===== config.mk =====
export PLATFORM = sky130hd
export DESIGN_NAME = gmii_mac_tx_flat
export DESIGN_NICKNAME = d
export VERILOG_FILES = /design/src/rtl/gmii_pkg.sv /design/src/rtl/gmii_mac_tx_if.sv /design/src/rtl/crc32_byte.sv /design/src/rtl/gmii_mac_tx.sv /design/src/flat_wrapper.sv
export SDC_FILE = /design/constraint.sdc
export NUM_CORES = 1
export LEC_CHECK = 0
export ABC_AREA = 0
export CORE_UTILIZATION = 40
export DETAILED_ROUTE_END_ITERATION = 12
export SYNTH_ARGS = -nofsm -noshare
export SYNTH_HDL_FRONTEND = slang
export SYNTH_SLANG_ARGS = --single-unit

===== constraint.sdc =====
create_clock -name clk -period 2.6 [get_ports clk]
set_input_delay 0.52 -clock clk [delete_from_list [all_inputs] [get_ports clk]]
set_output_delay 0.52 -clock clk [all_outputs]
set_load 0.05 [all_outputs]

===== src/rtl/gmii_pkg.sv =====
// Shared GMII MAC types and constants, used by the transmit framer and the
// receive-side FCS checker.
package gmii_pkg;

   typedef enum logic [2:0] {
      StIdle,
      StPre,
      StSfd,
      StPayload,
      StPad,
      StFcs,
      StIfg
   } gmii_tx_state_t;

   localparam logic [7:0]  GMII_PREAMBLE = 8'h55;
   localparam logic [7:0]  GMII_SFD      = 8'hD5;
   localparam logic [31:0] CRC32_POLY    = 32'hEDB88320;
   localparam logic [31:0] CRC32_INIT    = 32'hFFFFFFFF;

endpackage


===== src/rtl/gmii_mac_tx_if.sv =====
// Byte-stream source and GMII transmit signals of the MAC framer.
// master = packet source side, slave = framer side.
interface gmii_mac_tx_if;

   logic [7:0] in_dat;
   logic       in_val;
   logic       in_last;
   logic       in_rdy;
   logic [7:0] gmii_tx_dat;
   logic       gmii_tx_val;
   logic       gmii_tx_err;

   modport master (
      output in_dat, in_val, in_last,
      input  in_rdy, gmii_tx_dat, gmii_tx_val, gmii_tx_err
   );

   modport slave (
      input  in_dat, in_val, in_last,
      output in_rdy, gmii_tx_dat, gmii_tx_val, gmii_tx_err
   );

endinterface


===== src/rtl/crc32_byte.sv =====
// Combinational reflected CRC-32 update for one byte, LSB first.
// Shared by the transmit framer and the receive FCS checker.
module crc32_byte
   import gmii_pkg::*;
(
   input  logic [31:0] crc_in,
   input  logic [7:0]  dat,
   output logic [31:0] crc_out
);

   always_comb begin
      crc_out = crc_in ^ {24'h000000, dat};
      for (int i = 0; i < 8; i++) begin
         crc_out = crc_out[0] ? ((crc_out >> 1) ^ CRC32_POLY) : (crc_out >> 1);
      end
   end

endmodule


===== src/rtl/gmii_mac_tx.sv =====
// GMII MAC transmit framer: preamble/SFD, zero padding, CRC-32 FCS, inter-frame gap
// and underrun abort. Optional saturating counters under GMII_MAC_TX_STATS_EN.
module gmii_mac_tx
   import gmii_pkg::*;
#(
   parameter int unsigned PREAMBLE_LEN = 7,
   parameter int unsigned MIN_PAYLOAD  = 60,
   parameter int unsigned IFG_LEN      = 12
) (
   input  logic         clk,
   input  logic         rst,
   gmii_mac_tx_if.slave bus,
   output logic         busy
`ifdef GMII_MAC_TX_STATS_EN
   ,
   output logic [31:0]  stat_frames,
   output logic [15:0]  stat_underruns
`endif
);

   localparam logic [7:0] PreLast = 8'(PREAMBLE_LEN - 1);
   localparam logic [7:0] IfgLast = 8'(IFG_LEN - 1);

   gmii_tx_state_t state_q, state_d;
   logic [7:0]     ph_q, ph_d;
   logic [10:0]    cnt_q, cnt_d;
   logic [31:0]    crc_q, crc_d;
   logic [7:0]     dat_q, dat_d;
   logic           val_q, val_d;
   logic           err_q, err_d;

   logic [7:0]     crc_byte_in;
   logic [31:0]    crc_nxt;
   logic [31:0]    fcs;
   logic [7:0]     fcs_byte;
   logic [11:0]    cnt_inc;
   logic [10:0]    cnt_sat;
   logic           min_reached;

   assign crc_byte_in = (state_q == StPad) ? 8'h00 : bus.in_dat;

   crc32_byte u_crc (
      .crc_in  (crc_q),
      .dat     (crc_byte_in),
      .crc_out (crc_nxt)
   );

   assign fcs         = ~crc_q;
   assign fcs_byte    = fcs[{ph_q[1:0], 3'b000} +: 8];
   assign cnt_inc     = {1'b0, cnt_q} + 12'd1;
   assign cnt_sat     = (cnt_q == 11'h7FF) ? cnt_q : cnt_inc[10:0];
   assign min_reached = cnt_inc >= 12'(MIN_PAYLOAD);

   // Outputs are loaded together with the transition, so the IDLE cycle that
   // sees in_val already emits the first preamble byte.
   always_comb begin
      state_d = state_q;
      ph_d    = ph_q;
      cnt_d   = cnt_q;
      crc_d   = crc_q;
      dat_d   = 8'h00;
      val_d   = 1'b0;
      err_d   = 1'b0;
      unique case (state_q)
         StIdle: begin
            if (bus.in_val) begin
               val_d   = 1'b1;
               dat_d   = GMII_PREAMBLE;
               ph_d    = 8'd1;
               state_d = (PREAMBLE_LEN > 1) ? StPre : StSfd;
            end
         end
         StPre: begin
            val_d = 1'b1;
            dat_d = GMII_PREAMBLE;
            if (ph_q == PreLast) state_d = StSfd;
            else                 ph_d    = ph_q + 8'd1;
         end
         StSfd: begin
            val_d   = 1'b1;
            dat_d   = GMII_SFD;
            crc_d   = CRC32_INIT;
            cnt_d   = 11'd0;
            state_d = StPayload;
         end
         StPayload: begin
            val_d = 1'b1;
            ph_d  = 8'd0;
            if (bus.in_val) begin
               dat_d = bus.in_dat;
               crc_d = crc_nxt;
               cnt_d = cnt_sat;
               if (bus.in_last) state_d = min_reached ? StFcs : StPad;
            end else begin
               err_d   = 1'b1;
               state_d = StIfg;
            end
         end
         StPad: begin
            val_d = 1'b1;
            crc_d = crc_nxt;
            cnt_d = cnt_sat;
            ph_d  = 8'd0;
            if (min_reached) state_d = StFcs;
         end
         StFcs: begin
            val_d = 1'b1;
            dat_d = fcs_byte;
            if (ph_q == 8'd3) begin
               ph_d    = 8'd0;
               state_d = StIfg;
            end else begin
               ph_d = ph_q + 8'd1;
            end
         end
         StIfg: begin
            if (ph_q == IfgLast) state_d = StIdle;
            else                 ph_d    = ph_q + 8'd1;
         end
         default: state_d = StIdle;
      endcase
   end

   always_ff @(posedge clk) begin
      if (rst) begin
         state_q <= StIdle;
         ph_q    <= 8'd0;
         cnt_q   <= 11'd0;
         crc_q   <= CRC32_INIT;
         dat_q   <= 8'h00;
         val_q   <= 1'b0;
         err_q   <= 1'b0;
      end else begin
         state_q <= state_d;
         ph_q    <= ph_d;
         cnt_q   <= cnt_d;
         crc_q   <= crc_d;
         dat_q   <= dat_d;
         val_q   <= val_d;
         err_q   <= err_d;
      end
   end

   assign bus.in_rdy      = (state_q == StPayload);
   assign bus.gmii_tx_dat = dat_q;
   assign bus.gmii_tx_val = val_q;
   assign bus.gmii_tx_err = err_q;
   assign busy            = (state_q != StIdle);

`ifdef GMII_MAC_TX_STATS_EN
   logic [31:0] frames_q;
   logic [15:0] underruns_q;
   logic        frame_done;
   logic        underrun;

   assign frame_done = (state_q == StFcs) && (ph_q == 8'd3);
   assign underrun   = (state_q == StPayload) && !bus.in_val;

   always_ff @(posedge clk) begin
      if (rst) begin
         frames_q    <= 32'd0;
         underruns_q <= 16'd0;
      end else begin
         if (frame_done && (frames_q != 32'hFFFFFFFF)) frames_q <= frames_q + 32'd1;
         if (underrun && (underruns_q != 16'hFFFF))    underruns_q <= underruns_q + 16'd1;
      end
   end

   assign stat_frames    = frames_q;
   assign stat_underruns = underruns_q;
`endif

endmodule


===== src/flat_wrapper.sv =====
// flat-port wrapper written by rule: the top's interface ports become plain ports
module gmii_mac_tx_flat import gmii_pkg::*;
#(
   parameter int unsigned PREAMBLE_LEN = 7,
   parameter int unsigned MIN_PAYLOAD  = 60,
   parameter int unsigned IFG_LEN      = 12
)
  (clk, rst, busy, bus_in_dat, bus_in_val, bus_in_last, bus_in_rdy, bus_gmii_tx_dat, bus_gmii_tx_val, bus_gmii_tx_err);
  gmii_mac_tx_if bus_i ();
  input  logic clk;
  input  logic rst;
  output logic busy;
  input wire logic [$bits(bus_i.in_dat)-1:0] bus_in_dat;
  input wire logic [$bits(bus_i.in_val)-1:0] bus_in_val;
  input wire logic [$bits(bus_i.in_last)-1:0] bus_in_last;
  output wire logic [$bits(bus_i.in_rdy)-1:0] bus_in_rdy;
  output wire logic [$bits(bus_i.gmii_tx_dat)-1:0] bus_gmii_tx_dat;
  output wire logic [$bits(bus_i.gmii_tx_val)-1:0] bus_gmii_tx_val;
  output wire logic [$bits(bus_i.gmii_tx_err)-1:0] bus_gmii_tx_err;
  assign bus_i.in_dat = bus_in_dat;
  assign bus_i.in_val = bus_in_val;
  assign bus_i.in_last = bus_in_last;
  assign bus_in_rdy = bus_i.in_rdy;
  assign bus_gmii_tx_dat = bus_i.gmii_tx_dat;
  assign bus_gmii_tx_val = bus_i.gmii_tx_val;
  assign bus_gmii_tx_err = bus_i.gmii_tx_err;
  gmii_mac_tx #(.PREAMBLE_LEN(PREAMBLE_LEN), .MIN_PAYLOAD(MIN_PAYLOAD), .IFG_LEN(IFG_LEN)) u_core (.clk(clk), .rst(rst), .bus(bus_i), .busy(busy));
endmodule

==> Yosys cells after proc, flatten, opt, wreduce, memory -nomap -nowiden <==
Cells that the tools add are included.
{ "totals": {"register_bits": 64, "latchBits": 0, "ramBits": 0, "rom_bits": 0, "inputBits": 12, "output_inout_bits": 12, "elab_cells": 85, "n_memories": 0} }
{ "op_classes": {"addsub": 2, "mul": 0, "div_mod_pow": 0, "n_lt_le_gt_ge": 1, "eq_ne": 19, "shift": 1, "mux": 34, "bitwise_logic": 11, "n_reduce_logical": 10} }
{ "op_table": {"columns": ["cell", "count"], "rows": [
  ["$mux 32", 9],
  ["$not 13->14", 8],
  ["$pmux 32 s3", 1],
  ["$pmux 8 s5", 2],
  ["$mux 8", 6],
  ["$pmux 11 s3", 1],
  ["$not 32->32", 1],
  ["$shiftx 32x6->8", 1],
  ["$xor 32x8->32", 1],
  ["$mux 11", 2],
  ["$mux 3", 7],
  ["$pmux 3 s7", 1],
  ["$add 11x1->12 const B", 1],
  ["$ge 12x6->1 const B", 1],
  ["$eq 11x11->1 const B", 1],
  ["$eq 3x3->1 const B", 3],
  ["$add 8x1->8 const B", 1],
  ["$eq 8x2->1 const B", 1],
  ["$eq 8x3->1 const B", 1],
  ["$eq 8x4->1 const B", 1],
  ["$ne 2x1->1 const B", 4],
  ["$ne 2x2->1 const B", 4],
  ["$mux 7", 1],
  ["$eq 3x2->1 const B", 2],
  ["13 further kinds", 17]
]} }

==> Logic depth before layout (Yosys ltp) <==
Gate-level depths: netlist (run 1).
{ "depth": {"depth_word": 21, "mapped_depth": 10, "mapped_depth_nobuf": 8} }

==> Cells and area by module <==
Synthesis (run 1) repeated with hierarchy kept, for this count alone.
{ "hier_totals": {"cells_unflattened": 433, "area_unflattened_um2": 4249.1} }
{ "by_module_without_submodules": {"columns": ["mod", "instances", "cells_per_inst", "area_each_um2", "seq_area_each_um2"], "rows": [
  ["gmii_mac_tx", 1, 369, 3246.9, 1281.2],
  ["crc32_byte", 1, 64, 1002.2, 0.0]
]} }

==> Least setup slack after synthesis (run 1) <==
OpenSTA, ideal clock, no wires.
{ "synth_path": {"path_type": "flip-flop to flip-flop", "start": "register u_core.ph_q[0]", "end": "register u_core.ph_q[7]", "setup_time_ns": 0.118, "t_arrival_ns": 2.130, "required_ns": 2.482, "slack_ns": 0.352, "path_stages_with_launch": 10, "n_path_buf": 1, "period_less_slack_ns": 2.248, "cell_sequence": "dfxtp_1 -> clkbuf_1 -> inv_1 -> ha_1 -> and3b_1 -> a32oi_1 -> o22ai_1 -> nor4_1 -> xnor2_1 -> nor2_1"} }
{ "synth_via": {"elab_chain_len": 3, "elab_cells_between_ends": 11, "classes_between": "add/sub: 1; eq/ne: 5; mux: 4; reduce/logical: 1"} }
{ "synth_rtl": {"columns": ["element", "line", "source"], "rows": [
  ["from (decl)", "gmii_mac_tx.sv:25", "logic [7:0] ph_q, ph_d;"],
  ["from (signal assigned)", "gmii_mac_tx.sv:135", "ph_q <= ph_d;"],
  ["$add 8x1->8, or another cell as far along", "gmii_mac_tx.sv:77, gmii_mac_tx.sv:113, gmii_mac_tx.sv:118", null],
  ["$mux 8, or another cell as far along", "gmii_mac_tx.sv:117", "if (ph_q == IfgLast) state_d = StIdle;"],
  ["$pmux 8 s5 / $reduce_and 4->1 (equally long branches)", null, null]
]} }
Parallel ways exist; a longest one is shown, timed or not. The select of a mux whose other input is x is not followed.
A chain may end at the register's enable or synchronous reset.

==> Worst setup path in the final report (run 1) <==
{ "layout_path": {"start": "register u_core.state_q[2]", "end": "register u_core.crc_q[26]"} }
{ "layout_via": {"elab_chain_len": 17, "elab_cells_between_ends": 24, "classes_between": "eq/ne: 4; mux: 11; bitwise: 7; reduce/logical: 2"} }
{ "layout_rtl": {"columns": ["element", "line", "source"], "rows": [
  ["from (decl)", "gmii_mac_tx.sv:24", "gmii_tx_state_t state_q, state_d;"],
  ["from (signal assigned)", "gmii_mac_tx.sv:126", "state_q <= StIdle;"],
  ["from (signal assigned)", "gmii_mac_tx.sv:134", "state_q <= state_d;"],
  ["$eq 3x3->1", "gmii_mac_tx.sv:40, gmii_mac_tx.sv:64", null],
  ["$mux 8", "gmii_mac_tx.sv:40", "assign crc_byte_in = (state_q == StPad) ? 8'h00 : bus.in_dat;"],
  ["$xor 32x8->32", "crc32_byte.sv:12", "crc_out = crc_in ^ {24'h000000, dat};"],
  ["$mux 32 (3 in series)", "crc32_byte.sv:14", "crc_out = crc_out[0] ? ((crc_out >> 1) ^ CRC32_POLY) : (crc_out >> 1);"],
  ["$not 13->14 (no line)", null, null],
  ["$mux 32", "crc32_byte.sv:14", null],
  ["$not 13->14 (no line)", null, null],
  ["$mux 32 (2 in series)", "crc32_byte.sv:14", null],
  ["$not 13->14 (no line)", null, null],
  ["$mux 32", "crc32_byte.sv:14", null],
  ["$not 13->14 (no line)", null, null],
  ["$mux 32", "crc32_byte.sv:14", null],
  ["$mux 32", "gmii_mac_tx.sv:89", "if (bus.in_val) begin"],
  ["$pmux 32 s3", "gmii_mac_tx.sv:64", "unique case (state_q)"],
  ["to (signal assigned)", "gmii_mac_tx.sv:137", "crc_q <= crc_d;"],
  ["to (decl)", "gmii_mac_tx.sv:27", "logic [31:0] crc_q, crc_d;"]
]} }
Parallel ways exist; a longest one is shown, timed or not. The select of a mux whose other input is x is not followed.

==> results.py, run 1 <==
metrics = {
    "timing": {
        "setup_viol_count_final": 0,
        "worst_pin_slew_ns": 0.620,
        "rsz0062_at_grt": "no",
        "final-hold-violation-count": 0,
        "finalSetupTns_ns": 0,
        "maxSlewViolCount": 0,
        "min_period_ns": 2.41,
        "fmax_ghz": 0.415,
        "relSlewSlack_pct": 58.5,
        "min_period_over_period_pct": 92.6,
        "skew_ns": 0.00565,
    },
    "worst_setup_path": {
        "cpPeakStageDelay_ns": 0.67,
        "critPathBufInv": 2,
        "r2r_end": "u_core.crc_q[26]",
        "r2r_start": "u_core.state_q[2]",
        "reg2reg_depth": 8,
        "cp.depth": 8,
        "setup.worst_path.start": "u_core.state_q[2]",
        "crit_required_ns": 2.85,
        "cpLargestDelayFamily": "simple AND/OR/NAND/NOR gates",
        "path_max_fanout": 13,
        "crit_chain": "or3b_2 -> buf_4 -> nand3_1 -> a211oi_1 -> buf_4 -> a211o_1 -> a21oi_1 -> o21bai_1",
        "worstPathArrival_ns": 2.66,
        "rrSetupSlack_ns": 0.19,
        "crit_top_cell": "buf_4",
        "endpoint": "u_core.crc_q[26]",
        "startpoint_type": "flop",
        "crit_path_top_delay_cell": "or3b_2",
        "crit_type": "reg2reg",
        "end_kind": "flop",
    },
    "pwr": {
        "leakagePower_nw": 1.98,
        "power.total_mw": 3.29,
        "powerDensity_nw_per_um2": 633,
        "ir_drop_mv": 0.312,
    },
    "grt": {
        "antenna_found_initial": 0,
        "grt_use_total_pct": 21.4,
        "grt_max_degree": 27,
        "grt_pass1_wl_um": 18900,
        "grt-ovfl-total": 0,
        "grt_pass1_vias": 3630,
    },
    "yosys": {
        "syn_nets": 525,
        "synth-compound-area-share_pct": 18.0,
        "async_flop_share_pct": 0,
        "synth_area_leader_cell": "dfxtp_1",
        "synth_top_family_by_area": "simple AND/OR/NAND/NOR gates",
        "synthMuxAreaShare_pct": 4.49,
        "yosysTopAreaCellShare_pct": 28.7,
        "synthAdderAreaFrac_pct": 0.842,
        "ys_ff_latch": 64,
        "synth_area_um2": 4460,
        "syn_inst": 510,
        "ys.flop_type": "dfxtp_1",
        "ys_types": 61,
        "synth_seq_area_share_pct": 28.7,
        "synth-edff-count": 0,
        "synth_warnings": 0,
        "synthSimpleGateAreaFrac_pct": 22.6,
        "ys_top_cells_by_area": "dfxtp_1 (29%), xnor3_1 (7.6%), xnor2_1 (6.1%)",
        "synth_xor_area_share_pct": 20.5,
        "synth_area_per_cell_um2": 8.75,
    },
    "floorplanning": {
        "ioPinCount": 24,
        "dieArea_um2": 11600,
        "die_w_um": 108,
        "die_h_um": 108,
        "rows": 38,
        "core_area_um2": 10800,
        "start_util_pct": 41.1,
    },
    "placement": {
        "routabilityCongestion": 0.897,
        "hpwl_um": 8580,
        "numPortBuffers": 23,
    },
    "clocking": {
        "clk_pin_slew_ns": 0.07,
        "clock_path_buffers": 2,
        "cts_buffers": 9,
        "worstSkewPairLatency_ns": 0.36,
        "cts_tree": "built",
        "cts_max_level": 3,
        "root_buffer": "clkbuf_8",
        "cts_sinks": 64,
    },
    "route": {
        "first_iter_violations": 233,
        "via_per_inst": 5.65,
        "wl_per_cell_um": 16.9,
        "totalWireLength_um": 11700,
        "drc": 0,
        "drt_first_pass_iters": 5,
        "antenna_left": 0,
        "vias": 3898,
    },
    "layout": {
        "drive_gt1_share_pct": 15.3,
        "final_common_cell": "dfxtp_1",
        "layout_common_cells": "dfxtp_1 (64), nor2_1 (54), buf_4 (44)",
        "antenna_cells": 0,
        "nets": 560,
        "area_growth_pct": 16.5,
    },
    "flow_run": {
        "drv_cap": 0,
    },
    "hold_path": {
        "min-delay-path-class": "reg2reg",
    },
    "status": {
        "outcome": "finished clean",
    },
}
## state kept, by name (all words and copies together) (netlist names)
signal and flops:
u_core.cnt_q 11, u_core.bus.gmii_tx_err 1, u_core.bus.gmii_tx_dat 8, u_core.ph_q 8
u_core.bus.gmii_tx_val 1, u_core.crc_q 32, u_core.state_q 3
## power by group
part | internal, mW | leakage [nW] | total [mW] | switching, mW
combinational | 0.645 | 1.37 | 1.43 | 0.790
sequential | 1.05 | 0.519 | 1.09 | 0.0477
clock | 0.366 | 0.0899 | 0.762 | 0.396
## through the flow
stage               instance area, µm²  worst slack (ns)  util (%)  std cells  hold slack [ns]
CTS                               5200             0.115      48.0        690            0.507
global placement                  5030           -0.0893      46.4        674            0.483
finish                            5200             0.192      48.0        690            0.505
global route                      5200            0.0586      48.0        690            0.540
detailed placement                5030            -0.112      46.4        674            0.496
floorplan                         4460             0.352         -        510            0.466
## synthesized netlist by cell type (all sizes together), types with 2 or more instances
cell,instances
dfxtp,64
nor2,54
nand2,33
xnor2,33
a21oi,26
nand2b,25
buf,22
clkbuf,21
nor3,19
o22ai,18
xor2,18
xnor3,15
a211oi,14
a31oi,14
o21ai,14
nand3,13
mux4,8
or2,8
nand4,7
o211ai,7
nor4,6
a211o,5
inv,5
nor3b,5
or3,5
a21boi,4
nor2b,4
o32ai,4
xor3,4
a21o,3
ha,3
o211a,3
and2,2
and3,2
and3b,2
mux2i,2
nor4bb,2
o21a,2
o21bai,2
o311ai,2
or4,2
## worst reg2reg max path, cell delays in order, from the launching register on
cell	delay [ns]
dfxtp_1	0.34
or3b_2	0.67
buf_4	0.24
nand3_1	0.17
a211oi_1	0.16
buf_4	0.18
a211o_1	0.22
a21oi_1	0.23
o21bai_1	0.09
## timing repair
action	in CTS	in global routing
hold endpoints to repair	0	0
hold buffers	0	0
setup endpoints to repair	0	2
gates resized for setup	0	1
buffers inserted	0	0
## logic make-up after synthesis
kind of cell	after synthesis
fa+ha+maj	3
xor+xnor	70
compound gates	122
simple gates	193
buf+inv	48
mux	10
flops	64
## metal layers
metal	part of all wire [%]	track usage (%)
met5	0	0
met4	1.5	6.36
met3	6.1	4.90
met2	45	33.1
met1	47	29.6
## worst min path at each step
stage	to	startpoint	cells past startpoint
3_5_place_dp	u_core.cnt_q[1]	u_core.cnt_q[1]	2
2_1_floorplan	u_core.cnt_q[1]	u_core.cnt_q[1]	2
3_3_place_gp	u_core.cnt_q[1]	u_core.cnt_q[1]	2
4_1_cts	u_core.cnt_q[1]	u_core.cnt_q[1]	2
5_1_grt	u_core.cnt_q[1]	u_core.cnt_q[1]	2
6_report	u_core.cnt_q[1]	u_core.cnt_q[1]	2
## layout make-up
class	instances	area, µm²
fillers	1028	5640
multi-input cells	398	2980
flip-flops and latches	64	1280
repair buffers	67	576
well taps	140	175
clock buffers	12	145
clock inverters	4	20.0
inverters	5	18.8
Power figures use the tool's default switching activity.
==> run 2, diff against run 1 <==
Settings changed: REMOVE_ABC_BUFFERS from default to 1.
==> run 2 against run 1 <==
Against the previous run:
- critical path type unchanged
- sequential share of layout area is 0.21 points lower
- setup slack better by 0.089 ns
- non-clock buffer count fell by 9
- sequential cell count unchanged
- sequential power about the same
- via count shrank 0.74%
- design area up 0.87%
- clock power increased by 44%
- hold slack got worse by 0.0074 ns
- clock skew is 0.0073 ns higher
- clock-buffer cell count is 2 lower
==> results.py, run 2 (synthesis results as in run 1) <==
metrics = {
    "floorplanning": {
        "core_area_um2": 10800,
        "rows": 38,
        "start_util_pct": 41.1,
        "die_w_um": 108,
        "die_h_um": 108,
        "ioPinCount": 24,
        "dieArea_um2": 11600,
    },
    "timing": {
        "rsz0062_at_grt": "no",
        "maxSlewViolCount": 0,
        "skew_ns": 0.0130,
        "setup_viol_count_final": 0,
        "hold_ws_ns": 0.498,
        "worst_pin_slew_ns": 0.607,
        "min_period_over_period_pct": 89.2,
        "fmax_ghz": 0.431,
        "relSlewSlack_pct": 59.1,
        "final-hold-violation-count": 0,
        "setup_slack_ns": 0.281,
        "min_period_ns": 2.32,
    },
    "layout": {
        "top_register": "u_core.crc_q",
        "stdcell_area_um2": 5240,
        "top_regs": "u_core.crc_q x32, u_core.cnt_q x11",
        "final_common_cell": "dfxtp_1",
        "area_growth_pct": 17.6,
        "fin_util_pct": 48.4,
        "antenna_cells": 0,
        "layout_common_cells": "dfxtp_1 (64), nor2_1 (54), buf_4 (33)",
        "nets": 551,
        "largest_reg_flops": 32,
        "drive_gt1_share_pct": 14.0,
    },
    "pwr": {
        "power.total_mw": 3.60,
        "powerDensity_nw_per_um2": 687,
        "leakagePower_nw": 1.98,
        "ir_drop_mv": 0.281,
    },
    "worst_setup_path": {
        "cpPeakStageDelay_ns": 0.41,
        "cpLargestDelayFamily": "simple AND/OR/NAND/NOR gates",
        "critPathBufInv": 1,
        "setup.worst_path.start": "u_core.state_q[2]",
        "path_max_fanout": 17,
        "crit_required_ns": 2.84,
        "r2r_end": "u_core.crc_q[19]",
        "end_kind": "flop",
        "crit_path_top_delay_cell": "or3b_1",
        "endpoint": "u_core.crc_q[19]",
        "startpoint_type": "flop",
        "rrSetupSlack_ns": 0.28,
        "reg2reg_depth": 7,
        "r2r_start": "u_core.state_q[2]",
        "crit_type": "reg2reg",
        "worstPathArrival_ns": 2.55,
        "cp.depth": 7,
        "crit_chain": "or3b_1 -> buf_12 -> a21boi_2 -> or2_2 -> xnor3_1 -> mux2i_1 -> nor2_1",
    },
    "clocking": {
        "cts_tree": "built",
        "ctsHoldBuffers": 0,
        "worstSkewPairLatency_ns": 0.35,
        "postCtsSetupBuffers": 0,
        "cts_max_level": 3,
        "clock_path_buffers": 2,
        "ctsResizeCount": 0,
        "cts_sinks": 64,
        "clk_pin_slew_ns": 0.08,
        "root_buffer": "clkbuf_8",
        "cts_buffers": 9,
    },
    "grt": {
        "grt_use_total_pct": 21.3,
        "grt_max_degree": 51,
        "grt-ovfl-total": 0,
        "antenna_found_initial": 0,
        "grt_pass1_wl_um": 18900,
        "grt_pass1_vias": 3659,
    },
    "placement": {
        "hpwl_um": 8330,
        "routabilityCongestion": 0.917,
        "numPortBuffers": 23,
        "place_ws_ns": 0.00253,
        "placed_cell_area_um2": 4990,
    },
    "route": {
        "antenna_left": 0,
        "vias": 3869,
        "wl_per_cell_um": 17.0,
        "via_per_inst": 5.68,
        "first_iter_violations": 298,
        "drc": 0,
        "drt_first_pass_iters": 5,
        "totalWireLength_um": 11600,
    },
    "flow_run": {
        "drv_cap": 0,
    },
    "hold_path": {
        "min-delay-path-class": "reg2reg",
    },
    "status": {
        "outcome": "finished clean",
    },
}
[run 2: cell types whose count changed in the layout (fill, tap and decap cells not counted), sizes merged]
cell / delta
bufinv: +3
clkinvlp: +1
clkbuf: -2
clkinv: -3
buf: -9
inv: +1
[run 2: cell type report]
cell class              instances  area [µm²]
fillers                      1026        5600
multi-input cells             398        2980
flip-flops and latches         64        1280
repair buffers                 58         533
well taps                     140         175
clock buffers                  10         138
clock inverters                 6         115
inverters                       5        18.8
[run 2: worst min-delay path: cells and delay by family, from the launching register on]
kind	cells	cell delay [ns]
AOI/OAI and AO/OA	1	0.05
DFF	1	0.34
and+or+nand+nor	1	0.06
[run 2: metrics by stage]
step | TNS (ns) | instances
after CTS | 0 | 681
after global placement | 0 | 665
after floorplan | -9.18 | 467
after detailed placement | 0 | 665
after global routing | 0 | 681
final | 0 | 681
[run 2: metal layers]
| metal | track usage [%] | vias to the layer above | part of all wire [%] |
|---|---|---|---|
| met5 | 0 | - | 0 |
| met1 | 29.0 | 1847 | 46 |
| li1 | - | 1895 | - |
| met2 | 34.3 | 113 | 47 |
| met4 | 7.05 | 0 | 1.0 |
| met3 | 3.27 | 14 | 5.4 |
[run 2: worst min path at each step]
stage                                  to  slack, ns  cells after the start            start
after floorplan           u_core.cnt_q[1]       0.46                      2  u_core.cnt_q[1]
after CTS                 u_core.cnt_q[1]       0.50                      2  u_core.cnt_q[1]
final                     u_core.cnt_q[1]       0.50                      2  u_core.cnt_q[1]
after global routing      u_core.cnt_q[1]       0.52                      2  u_core.cnt_q[1]
after global placement    u_core.cnt_q[1]       0.48                      2  u_core.cnt_q[1]
after detailed placement  u_core.cnt_q[1]       0.49                      2  u_core.cnt_q[1]
[run 2: where the power goes]
part	internal [mW]	switching (mW)	leakage, nW
Sequential	1.05	0.0575	0.519
Clock	0.668	0.427	0.123
Combinational	0.627	0.777	1.33
Total	2.34	1.26	1.98
